===== config.mk =====
export PLATFORM = sky130hd
export DESIGN_NAME = pixel_stream_source
export DESIGN_NICKNAME = d
export VERILOG_FILES = /design/src/rtl/pixel_stream_pkg.sv /design/src/rtl/pixel_stream_source_timing.sv /design/src/rtl/pixel_stream_source.sv
export SDC_FILE = /design/constraint.sdc
export NUM_CORES = 1
export LEC_CHECK = 0
export BUFFER_PORTS_ARGS = -buffer_cell sky130_fd_sc_hd__buf_4
export CORE_ASPECT_RATIO = 1.5
export CORE_MARGIN = 1.5
export CORE_UTILIZATION = 60
export CTS_CLUSTER_DIAMETER = 80
export CTS_CLUSTER_SIZE = 16
export DETAILED_ROUTE_END_ITERATION = 8
export GPL_ROUTABILITY_DRIVEN = 0
export PLACE_DENSITY = 0.86
export SYNTH_ARGS = -nofsm -noshare
export SYNTH_HDL_FRONTEND = slang
export SYNTH_SLANG_ARGS = --single-unit

===== constraint.sdc =====
create_clock -name clk -period 6.42 [get_ports clk]
set_clock_uncertainty 0.1 [all_clocks]
set_input_delay 0.321 -clock clk [delete_from_list [all_inputs] [get_ports clk]]
set_output_delay 0.321 -clock clk [all_outputs]
set_load 0.005 [all_outputs]

===== src/rtl/pixel_stream_pkg.sv =====
// Shared types and default timing for the pixel-stream transmitter.
// Default geometry is a 28x28 frame, 16-bit pixels, 10 stored frames.
package pixel_stream_pkg;

    localparam int DEF_DATA_WIDTH  = 16;
    localparam int DEF_LINE_PIXELS = 28;
    localparam int DEF_LINES       = 28;
    localparam int DEF_V_FRONT     = 5;
    localparam int DEF_H_BLANK     = 4;
    localparam int DEF_V_BACK      = 3;
    localparam int DEF_MAX_FRAMES  = 10;

    localparam int FRAME_PIXELS = DEF_LINES * DEF_LINE_PIXELS;

    typedef enum logic [2:0] {
        IDLE,
        VFRONT,
        ACTIVE,
        HBLANK,
        VBACK,
        FINISH
    } stream_state_e;

    function automatic int max3(input int a, input int b, input int c);
        int m;
        m = (a > b) ? a : b;
        return (m > c) ? m : c;
    endfunction

endpackage


===== src/rtl/pixel_stream_source_timing.sv =====
// Frame/line timing generator: state, porch/column/line counters and sync pulses.
// Also reports one cycle ahead whether the next cycle is a memory prefetch slot.
module stream_timing_gen
    import pixel_stream_pkg::*;
#(
    parameter int LINE_PIXELS = DEF_LINE_PIXELS,
    parameter int LINES       = DEF_LINES,
    parameter int V_FRONT     = DEF_V_FRONT,
    parameter int H_BLANK     = DEF_H_BLANK,
    parameter int V_BACK      = DEF_V_BACK,
    localparam int CW = $clog2(LINE_PIXELS),
    localparam int LW = $clog2(LINES),
    localparam int PW = $clog2(max3(V_FRONT, H_BLANK, V_BACK) + 1)
) (
    input  logic          clk,
    input  logic          rst_n,
    input  logic          go,
    input  logic          go_empty,
    input  logic          last_frame,
    output stream_state_e state,
    output logic [CW-1:0] col_idx,
    output logic [LW-1:0] line_idx,
    output logic          frame_start,
    output logic          prefetch_next,
    output logic          hsync,
    output logic          vsync
);

    stream_state_e state_q, state_d;
    logic [PW-1:0] porch_q, porch_d;
    logic [CW-1:0] col_q, col_d;
    logic [LW-1:0] line_q, line_d;
    logic          hsync_q, hsync_d;
    logic          vsync_q, vsync_d;

    always_comb begin
        state_d = state_q;
        porch_d = porch_q;
        col_d   = col_q;
        line_d  = line_q;
        case (state_q)
            IDLE: begin
                if (go) begin
                    state_d = VFRONT;
                    porch_d = '0;
                end else if (go_empty) begin
                    state_d = FINISH;
                end
            end
            VFRONT: begin
                if (porch_q == PW'(V_FRONT - 1)) begin
                    state_d = ACTIVE;
                    col_d   = '0;
                    line_d  = '0;
                end else begin
                    porch_d = porch_q + PW'(1);
                end
            end
            ACTIVE: begin
                if (col_q == CW'(LINE_PIXELS - 1)) begin
                    state_d = HBLANK;
                    porch_d = '0;
                end else begin
                    col_d = col_q + CW'(1);
                end
            end
            HBLANK: begin
                if (porch_q == PW'(H_BLANK - 1)) begin
                    porch_d = '0;
                    if (line_q == LW'(LINES - 1)) begin
                        state_d = VBACK;
                    end else begin
                        state_d = ACTIVE;
                        col_d   = '0;
                        line_d  = line_q + LW'(1);
                    end
                end else begin
                    porch_d = porch_q + PW'(1);
                end
            end
            VBACK: begin
                if (porch_q == PW'(V_BACK - 1)) begin
                    porch_d = '0;
                    state_d = last_frame ? FINISH : VFRONT;
                end else begin
                    porch_d = porch_q + PW'(1);
                end
            end
            FINISH:  state_d = IDLE;
            default: state_d = IDLE;
        endcase
    end

    // A prefetch slot is any cycle whose successor is an ACTIVE cycle.
    always_comb begin
        prefetch_next = ((state_d == VFRONT) && (porch_d == PW'(V_FRONT - 1)))
                     || ((state_d == HBLANK) && (porch_d == PW'(H_BLANK - 1))
                         && (line_d != LW'(LINES - 1)))
                     || ((state_d == ACTIVE) && (col_d != CW'(LINE_PIXELS - 1)));
        frame_start   = (state_d == VFRONT) && (state_q != VFRONT);
        hsync_d       = (state_q == ACTIVE);
        vsync_d       = (state_q == VFRONT) || (state_q == ACTIVE) || (state_q == HBLANK);
    end

    always_ff @(posedge clk or negedge rst_n) begin
        if (!rst_n) begin
            state_q <= IDLE;
            porch_q <= '0;
            col_q   <= '0;
            line_q  <= '0;
            hsync_q <= 1'b0;
            vsync_q <= 1'b0;
        end else begin
            state_q <= state_d;
            porch_q <= porch_d;
            col_q   <= col_d;
            line_q  <= line_d;
            hsync_q <= hsync_d;
            vsync_q <= vsync_d;
        end
    end

    assign state    = state_q;
    assign col_idx  = col_q;
    assign line_idx = line_q;
    assign hsync    = hsync_q;
    assign vsync    = vsync_q;

endmodule


===== src/rtl/pixel_stream_source.sv =====
// Replays stored frames from a synchronous frame memory as a VSYNC/HSYNC pixel stream.
// Define PIXEL_TEST_PATTERN_EN to replace memory reads with a generated frame/offset pattern.
module pixel_stream_source
    import pixel_stream_pkg::*;
#(
    parameter int dataWidth   = DEF_DATA_WIDTH,
    parameter int LINE_PIXELS = DEF_LINE_PIXELS,
    parameter int LINES       = DEF_LINES,
    parameter int V_FRONT     = DEF_V_FRONT,
    parameter int H_BLANK     = DEF_H_BLANK,
    parameter int V_BACK      = DEF_V_BACK,
    parameter int MAX_FRAMES  = DEF_MAX_FRAMES,
    parameter int AW          = $clog2(MAX_FRAMES * LINES * LINE_PIXELS),
    localparam int FW = $clog2(MAX_FRAMES)
) (
    input  logic                 clk,
    input  logic                 rst_n,
    input  logic                 start,
    input  logic [FW-1:0]        frame_first,
    input  logic [7:0]           frame_count,
    output logic                 busy,
    output logic                 done,
    output logic                 mem_en,
    output logic [AW-1:0]        mem_addr,
    input  logic [dataWidth-1:0] mem_rdata,
    output logic [dataWidth-1:0] pix,
    output logic                 HSYNC,
    output logic                 VSYNC
);

    localparam int CW         = $clog2(LINE_PIXELS);
    localparam int LW         = $clog2(LINES);
    localparam int FRAME_SIZE = LINES * LINE_PIXELS;

    stream_state_e state;
    logic [CW-1:0] col_idx;
    logic [LW-1:0] line_idx;
    logic          frame_start;
    logic          prefetch_next;
    logic          accept, go, go_empty, last_frame;

    logic [FW-1:0]        frame_idx_q, frame_idx_d;
    logic [7:0]           frames_left_q, frames_left_d;
    logic                 busy_q, busy_d;
    logic                 done_q, done_d;
    logic                 mem_en_q, mem_en_d;
    logic [AW-1:0]        mem_addr_q, mem_addr_d;
    logic [dataWidth-1:0] pix_q, pix_d;

    assign accept     = start && (state == IDLE);
    assign go         = accept && (frame_count != 8'd0);
    assign go_empty   = accept && (frame_count == 8'd0);
    assign last_frame = (frames_left_q == 8'd1);

    stream_timing_gen #(
        .LINE_PIXELS (LINE_PIXELS),
        .LINES       (LINES),
        .V_FRONT     (V_FRONT),
        .H_BLANK     (H_BLANK),
        .V_BACK      (V_BACK)
    ) u_timing (
        .clk           (clk),
        .rst_n         (rst_n),
        .go            (go),
        .go_empty      (go_empty),
        .last_frame    (last_frame),
        .state         (state),
        .col_idx       (col_idx),
        .line_idx      (line_idx),
        .frame_start   (frame_start),
        .prefetch_next (prefetch_next),
        .hsync         (HSYNC),
        .vsync         (VSYNC)
    );

    // Frame sequencing: the index advances (with wrap) only on VBACK -> VFRONT.
    always_comb begin
        frame_idx_d   = frame_idx_q;
        frames_left_d = frames_left_q;
        if (accept) begin
            frame_idx_d   = frame_first;
            frames_left_d = frame_count;
        end else if (frame_start && (state == VBACK)) begin
            frame_idx_d   = (frame_idx_q == FW'(MAX_FRAMES - 1)) ? '0 : frame_idx_q + FW'(1);
            frames_left_d = frames_left_q - 8'd1;
        end
    end

    // Reads within a frame are strictly sequential, so the address is a
    // counter reloaded with the frame base and bumped after every read.
    always_comb begin
        mem_addr_d = mem_addr_q;
        if (frame_start) begin
            mem_addr_d = AW'(frame_idx_d) * AW'(FRAME_SIZE);
        end else if (mem_en_q) begin
            mem_addr_d = mem_addr_q + AW'(1);
        end
    end

`ifdef PIXEL_TEST_PATTERN_EN
    logic [15:0] pat_word;
    logic        unused_rdata;

    assign pat_word     = {4'(frame_idx_q), 12'(int'(line_idx) * LINE_PIXELS + int'(col_idx))};
    assign unused_rdata = ^mem_rdata;

    always_comb begin
        mem_en_d = 1'b0;
        pix_d    = '0;
        if (state == ACTIVE) begin
            pix_d = dataWidth'(pat_word);
        end
    end
`else
    logic unused_pos;

    assign unused_pos = ^{col_idx, line_idx};

    // Read data arrives during the ACTIVE cycle and is registered onto pix,
    // so pix lines up with the registered HSYNC.
    always_comb begin
        mem_en_d = prefetch_next;
        pix_d    = '0;
        if (state == ACTIVE) begin
            pix_d = mem_rdata;
        end
    end
`endif

    always_comb begin
        busy_d = accept
              || (state == VFRONT) || (state == ACTIVE)
              || (state == HBLANK) || (state == VBACK);
        done_d = (state == FINISH);
    end

    always_ff @(posedge clk or negedge rst_n) begin
        if (!rst_n) begin
            frame_idx_q   <= '0;
            frames_left_q <= '0;
            busy_q        <= 1'b0;
            done_q        <= 1'b0;
            mem_en_q      <= 1'b0;
            mem_addr_q    <= '0;
            pix_q         <= '0;
        end else begin
            frame_idx_q   <= frame_idx_d;
            frames_left_q <= frames_left_d;
            busy_q        <= busy_d;
            done_q        <= done_d;
            mem_en_q      <= mem_en_d;
            mem_addr_q    <= mem_addr_d;
            pix_q         <= pix_d;
        end
    end

    assign busy     = busy_q;
    assign done     = done_q;
    assign mem_en   = mem_en_q;
    assign mem_addr = mem_addr_q;
    assign pix      = pix_q;

endmodule


# ---- Word-level counts from Yosys, hierarchy flattened
# Index checks and enable logic that the tools add are counted.
dict set report word_totals {
  register_bits 62
  wordCells 94
  inputBits 31
  output_inout_bits 34
}
dict set report op_classes {
  reduce_logical 22
  mux 32
  n_mul 1
  eq_ne 20
  addsub 6
}
# op n
set ops {}
lappend ops {{two-way mux 3 bit} 13}
lappend ops {{two-way mux 5 bit} 7}
lappend ops {{one-hot mux 3 bit (5 select lines)} 2}
lappend ops {{two-way mux 13 bit} 2}
lappend ops {{equality test 3 x 2 -> 1 bit, second input constant} 7}
lappend ops {{two-way mux 16 bit} 1}
lappend ops {{two-way mux 8 bit} 2}
lappend ops {{one-hot mux 5 bit (3 select lines)} 1}
lappend ops {{adder 13 x 1 -> 13 bit, second input constant} 1}
lappend ops {{equality test 3 bit, second input constant} 4}
lappend ops {{two-way mux 4 bit} 3}
lappend ops {{adder 5 x 1 -> 5 bit, second input constant} 2}
lappend ops {{equality test 5 bit, second input constant} 2}
lappend ops {{inequality test 5 bit, second input constant} 2}
lappend ops {{one-hot mux 5 bit (2 select lines)} 1}
lappend ops {{logical AND 1 bit} 9}
lappend ops {{multiplier 4 x 6 -> 9 bit, second input constant} 1}
lappend ops {{equality test 8 x 1 -> 1 bit, second input constant} 1}
lappend ops {{zero test 8 bit} 1}
lappend ops {{logical OR 1 bit} 8}
lappend ops {{nonzero test 8 bit} 1}
lappend ops {{subtractor 8 x 1 -> 8 bit, second input constant} 1}
lappend ops {{equality test 3 x 1 -> 1 bit, second input constant} 2}
lappend ops {{adder 4 x 1 -> 4 bit, second input constant} 1}
lappend ops {{5 further kinds} 6}

# ---- Logic depth before layout (Yosys ltp)
dict set report depth {
  word_depth 13
  depth_mapped 17
  ltp_nobuf 16
}

# ---- Hierarchy
# A second synthesis with hierarchy kept.
dict set report hier_totals {
  hier_cells 348
  hier_area_um2 3542.1
}
# module area_per_inst_um2 n_inst cells_per_inst
set modules_own_cells {}
lappend modules_own_cells {pixel_stream_source 2150.8 1 204}
lappend modules_own_cells {stream_timing_gen 1391.3 1 144}

# ---- Worst setup path before layout
# Ideal clock, no wire load.
dict set report synth_timing {
  kind {reg-to-reg}
  startpoint {register u_timing.porch_q[0]}
  endpoint {register mem_addr_q[12] (netlist: mem_addr[12])}
  path_slack_ns 3.076
  t_arrival_ns 3.167
  stages_incl_launch_ff 17
  path_buffers 0
  period_less_slack_ns 3.344
  path_cell_list {dfrtp_1 ha_1 ha_1 nand2_1 o32ai_1 a221o_1 or2_1 mux2i_1 a31oi_1 ha_1 inv_1 ha_1 ha_1 xnor2_1 xnor2_1 nor2_1 a21oi_1}
}
dict set report synth_via {
  elab_chain_cells 10
  word_cells_on_any_way 15
  cone_classes {1 x mul; 4 x eq/ne; 7 x mux; 3 x reduce/logical}
}
# element line
set synth_lines {}
lappend synth_lines {{start: declaration} pixel_stream_source_timing.sv:30} ;# logic [PW-1:0] porch_q, porch_d;
lappend synth_lines {{start signal: assignment} pixel_stream_source_timing.sv:115} ;# porch_q <= porch_d;
lappend synth_lines {{equality test 3 x 2 -> 1 bit (tied with other cells)} pixel_stream_source_timing.sv:82} ;# if (porch_q == PW'(V_BACK - 1)) begin
lappend synth_lines {{two-way mux 3 bit, on equally long branches} {pixel_stream_source_timing.sv:82, pixel_stream_source_timing.sv:51, pixel_stream_source_timing.sv:68}}
lappend synth_lines {{one-hot mux 3 bit (5 select lines) *} pixel_stream_source_timing.sv:41} ;# case (state_q)
lappend synth_lines {{named net u_timing.state_d[2]} pixel_stream_source_timing.sv:29} ;# stream_state_e state_q, state_d;
lappend synth_lines {{equality test 3 x 1 -> 1 bit *} pixel_stream_source_timing.sv:100} ;# frame_start = (state_d == VFRONT) && (state_q != VFRONT);
lappend synth_lines {{logical AND 1 bit *} pixel_stream_source_timing.sv:100}
lappend synth_lines {{logical AND 1 bit *} pixel_stream_source.sv:83} ;# end else if (frame_start && (state == VBACK)) begin
lappend synth_lines {{two-way mux 4 bit *} pixel_stream_source.sv:83}
lappend synth_lines {{two-way mux 4 bit *} pixel_stream_source.sv:80} ;# if (accept) begin
lappend synth_lines {{named net frame_idx_d[3]} pixel_stream_source.sv:42} ;# logic [FW-1:0] frame_idx_q, frame_idx_d;
lappend synth_lines {{multiplier 4 x 6 -> 9 bit *} pixel_stream_source.sv:94} ;# mem_addr_d = AW'(frame_idx_d) * AW'(FRAME_SIZE);
lappend synth_lines {{two-way mux 13 bit *} pixel_stream_source.sv:93} ;# if (frame_start) begin
lappend synth_lines {{end signal: assignment} pixel_stream_source.sv:152} ;# mem_addr_q <= mem_addr_d;
lappend synth_lines {{end: declaration} pixel_stream_source.sv:47} ;# logic [AW-1:0] mem_addr_q, mem_addr_d;
# The timed path passes the listed nets; every way through them passes the cells marked *.
# A chain may end at the register's enable or synchronous reset.

# ---- Final worst setup path
dict set report layout_timing {
  startpoint {register u_timing.state_q[1] (netlist: u_timing.state[1])}
  endpoint {register mem_addr_q[12] (netlist: mem_addr[12])}
}
dict set report layout_via {
  elab_chain_cells 13
  word_cells_on_any_way 24
  cone_classes {1 x mul; 6 x eq/ne; 10 x mux; 7 x reduce/logical}
}
# element line
set layout_lines {}
lappend layout_lines {{start: declaration} pixel_stream_source_timing.sv:29}
lappend layout_lines {{start signal: assignment} pixel_stream_source_timing.sv:114} ;# state_q <= state_d;
lappend layout_lines {{zero test 3 bit} {pixel_stream_source_timing.sv:41, pixel_stream_source.sv:50}}
lappend layout_lines {{logical AND 1 bit} pixel_stream_source.sv:50} ;# assign accept = start && (state == IDLE);
lappend layout_lines {{logical AND 1 bit} pixel_stream_source.sv:52} ;# assign go_empty = accept && (frame_count == 8'd0);
lappend layout_lines {{two-way mux 3 bit} pixel_stream_source_timing.sv:46} ;# end else if (go_empty) begin
lappend layout_lines {{two-way mux 3 bit} pixel_stream_source_timing.sv:43} ;# if (go) begin
lappend layout_lines {{one-hot mux 3 bit (5 select lines)} pixel_stream_source_timing.sv:41}
lappend layout_lines {{equality test 3 x 1 -> 1 bit} pixel_stream_source_timing.sv:100}
lappend layout_lines {{logical AND 1 bit} pixel_stream_source_timing.sv:100}
lappend layout_lines {{logical AND 1 bit} pixel_stream_source.sv:83}
lappend layout_lines {{two-way mux 4 bit} pixel_stream_source.sv:83}
lappend layout_lines {{two-way mux 4 bit *} pixel_stream_source.sv:80}
lappend layout_lines {{named net frame_idx_d[3]} pixel_stream_source.sv:42}
lappend layout_lines {{multiplier 4 x 6 -> 9 bit *} pixel_stream_source.sv:94}
lappend layout_lines {{two-way mux 13 bit *} pixel_stream_source.sv:93}
# Marks and branches as above.

==> impl_metrics.py <==
metrics = {
    "detailed_routing": {
        "drt-wirelength-per-cell_um": 15.6,
        "wl_um": 7440,
        "ant_nets": 0,
        "first_pass_iters": 4,
        "drt_iter0_drc": 145,
        "num_vias": 2765,
        "drc": 0,
        "vias_per_cell": 5.78,
    },
    "logic_synthesis": {
        "postSynthAreaPerCell_um2": 9.93,
        "synth_top_area_share_pct": 46.4,
        "synth_area_leaders": "dfrtp_1, ha_1, nand2_1",
        "synth_nets": 385,
        "synth_common_cells": "dfrtp_1, nand2_1, inv_1, nor2_1",
        "synth.most_common_cell": "dfrtp_1",
        "ys_async_sr_fraction_pct": 100,
        "synthCells": 337,
        "synth_edf_count": 0,
        "ys_ff_latch": 62,
        "synth_top_area_cell": "dfrtp_1",
        "synth_cell_type_count": 63,
        "yosys_warnings": 0,
        "ys_seq_area_share_pct": 46.4,
        "synth.cell_area_um2": 3350,
        "ys.flop_type": "dfrtp_1",
    },
    "setup_path": {
        "regToRegSetupSlack_ns": 2.42,
        "critPathLaunchType": "register",
        "r2r_start": "u_timing.state[1]",
        "end_kind": "register",
        "worst_ep_arrival_time_ns": 4.16,
        "crit_path_end": "mem_addr[12]",
        "crit_fanout": 18,
        "critPathRequiredTime_ns": 6.59,
        "crit_start": "u_timing.state[1]",
        "crit_type": "reg2reg",
        "r2r-end": "mem_addr[12]",
        "reg2reg_depth": 16,
    },
    "global_routing": {
        "grt_antenna_before_repair": 0,
        "grt_max_degree": 63,
        "grt_usage_pct": 26.0,
        "grt_pass1_vias": 2661,
        "grt_pass1_wl_um": 12100,
        "grt.overflow.total": 0,
    },
    "clock_network": {
        "cts_resized": 0,
        "clkTransAtPathRegs_ns": 0.07,
        "htreeDepth": 3,
        "clock_latency_ns": 0.35,
        "numCtsBuffers": 9,
        "cts_buffer_depth": 2,
        "clock-sinks": 62,
        "cts_tree": "done",
        "cts_root_buffer": "clkbuf_8",
    },
    "floorplanning": {
        "die_area_um2": 6040,
        "coreArea_um2": 5410,
        "start_util_pct": 61.9,
        "floorplan.rows": 33,
        "pin_count": 65,
        "dieHeight_um": 94.5,
        "die_width_um": 64.0,
    },
    "job": {
        "max_cap_viol_count": 0,
    },
    "outcome": {
        "outcome": "completed",
    },
    "layout": {
        "n_fill_cell": 399,
        "multiInputGateArea_um2": 1660,
        "final_core_util_pct": 75.6,
        "drive_above_1_share_pct": 21.8,
        "n_antenna_cell": 0,
        "seq_area_um2": 1550,
        "syn_to_final_growth_pct": 22.3,
        "layout.nets": 451,
    },
    "sta": {
        "drv_slew": 0,
        "maxClockFrequency_mhz": 250,
        "period_needed_ns": 4.00,
        "setup_viol": 0,
        "rsz0062_at_grt": "no",
        "worst_slew_pin_slew_ns": 0.767,
        "period_share_pct": 62.3,
        "whs_ns": 0.0799,
        "finalSetupTns_ns": 0,
        "slew_headroom_pct": 48.9,
        "hold_viol": 0,
    },
    "power_and_ir_drop": {
        "p_per_area_nw_per_um2": 416,
        "p_leak_uw": 0.00186,
        "ir_drop_uv": 270,
    },
    "placed_design": {
        "portBuffers": 64,
        "dp_hpwl_um": 5350,
    },
    "hold_path": {
        "hold_path_class": "in2reg",
    },
}
==> metal layers <==
metal	part of all wire, %	track usage [%]	wire length [um]
met2	55	46.6	4090
met3	4.4	5.24	326
met1	39	30.3	2880
met5	0	0	0
met4	1.8	9.96	136
==> flip-flops by register name, indices dropped and copies added, names as in the netlist, 3 cells and up <==
register / cells
frame_idx_q: 4
frames_left_q: 8
mem_addr: 13
pix: 16
u_timing.col_idx: 5
u_timing.line_idx: 5
u_timing.porch_q: 3
u_timing.state: 3
==> how the worst min path moves through the flow <==
stage	startpoint	end	slack, ns	cells after the start
6_report	mem_rdata[13]	pix[13]	0.08	2
5_1_grt	mem_rdata[7]	pix[7]	0.08	2
4_1_cts	mem_rdata[10]	pix[10]	0.08	2
3_5_place_dp	rst_n	done	0.35	1
3_3_place_gp	rst_n	done	0.34	1
2_1_floorplan	rst_n	busy	-0.07	0
==> through the flow <==
step / worst slack [ns] / instance area, um^2 / total power [uW] / cells
2_1_floorplan: 3.08 / 3350 / 1080 / 337
3_3_place_gp: 2.65 / 3870 / 1290 / 461
3_5_place_dp: 2.53 / 3870 / 1320 / 461
4_1_cts: 2.42 / 4090 / 1710 / 478
5_1_grt: 2.11 / 4090 / 1820 / 478
6_report: 2.42 / 4090 / 1700 / 478
==> layout by cell type, fill, tap and decap left out, types with 3 or more instances in the layout <==
master    instances
buf_4            65
dfrtp_1          62
nand2_1          37
inv_1            20
nor2_1           20
and2_1           17
ha_1             17
xnor2_1          14
o21ai_0          13
a21oi_1          12
nor3_1           10
clkbuf_8         10
nand4_1           7
xor2_1            7
nand3_1           6
a21o_1            5
o21ai_1           5
nor3b_1           4
nand2b_1          4
mux2i_1           4
a31oi_1           4
and3_1            4
or4_1             3
or3_1             3
nor2b_1           3
a32oi_1           3
o311ai_0          3
==> logic make-up (layout without fill, tap and decap cells) <==
group                      count (synthesis)  after routing  synth area share (%)
and+or+nand+nor                          135            135                  22.1
adders and majority gates                 17             17                  6.36
DFF                                       62             62                  46.4
xor gates and xnor gates                  21             21                  5.50
buffers and inverters                     31            102                  3.89
AOI/OAI and AO/OA                         65             65                  13.9
muxes                                      6              6                  1.87
==> worst max-delay path, stage by stage, from the launching register on <==
cell	delay, ns
dfrtp_1	0.64
and2b_1	0.28
nand2b_1	0.14
inv_1	0.34
a32oi_1	0.16
a21o_1	0.24
or2_1	0.29
mux2i_1	0.15
a31oi_1	0.27
ha_1	0.29
inv_1	0.07
ha_1	0.23
ha_1	0.22
xnor2_1	0.18
xnor2_1	0.14
nor2_1	0.06
a21oi_1	0.13
==> report_power, final <==
part           internal, uW  total, uW  switching, uW
Sequential              529        670            142
Clock                   228        377            149
Combinational           327        655            328
==> what timing repair did <==
item,in CTS,in global routing
hold buffers,1,0
hold endpoints to repair,62,0
endpoints found under the setup margin,0,0
setup buffers,0,0
==> final cells by class <==
type,instances,share of cell area [%]
Multi-Input combinational cell,244,40.7
Sequential cell,62,37.9
Timing Repair Buffer,66,12.2
Clock buffer,12,3.55
Tap cell,70,2.14
Inverter,20,1.83
Clock inverter,4,1.71
No activity file was read; power rests on OpenSTA's default activity.
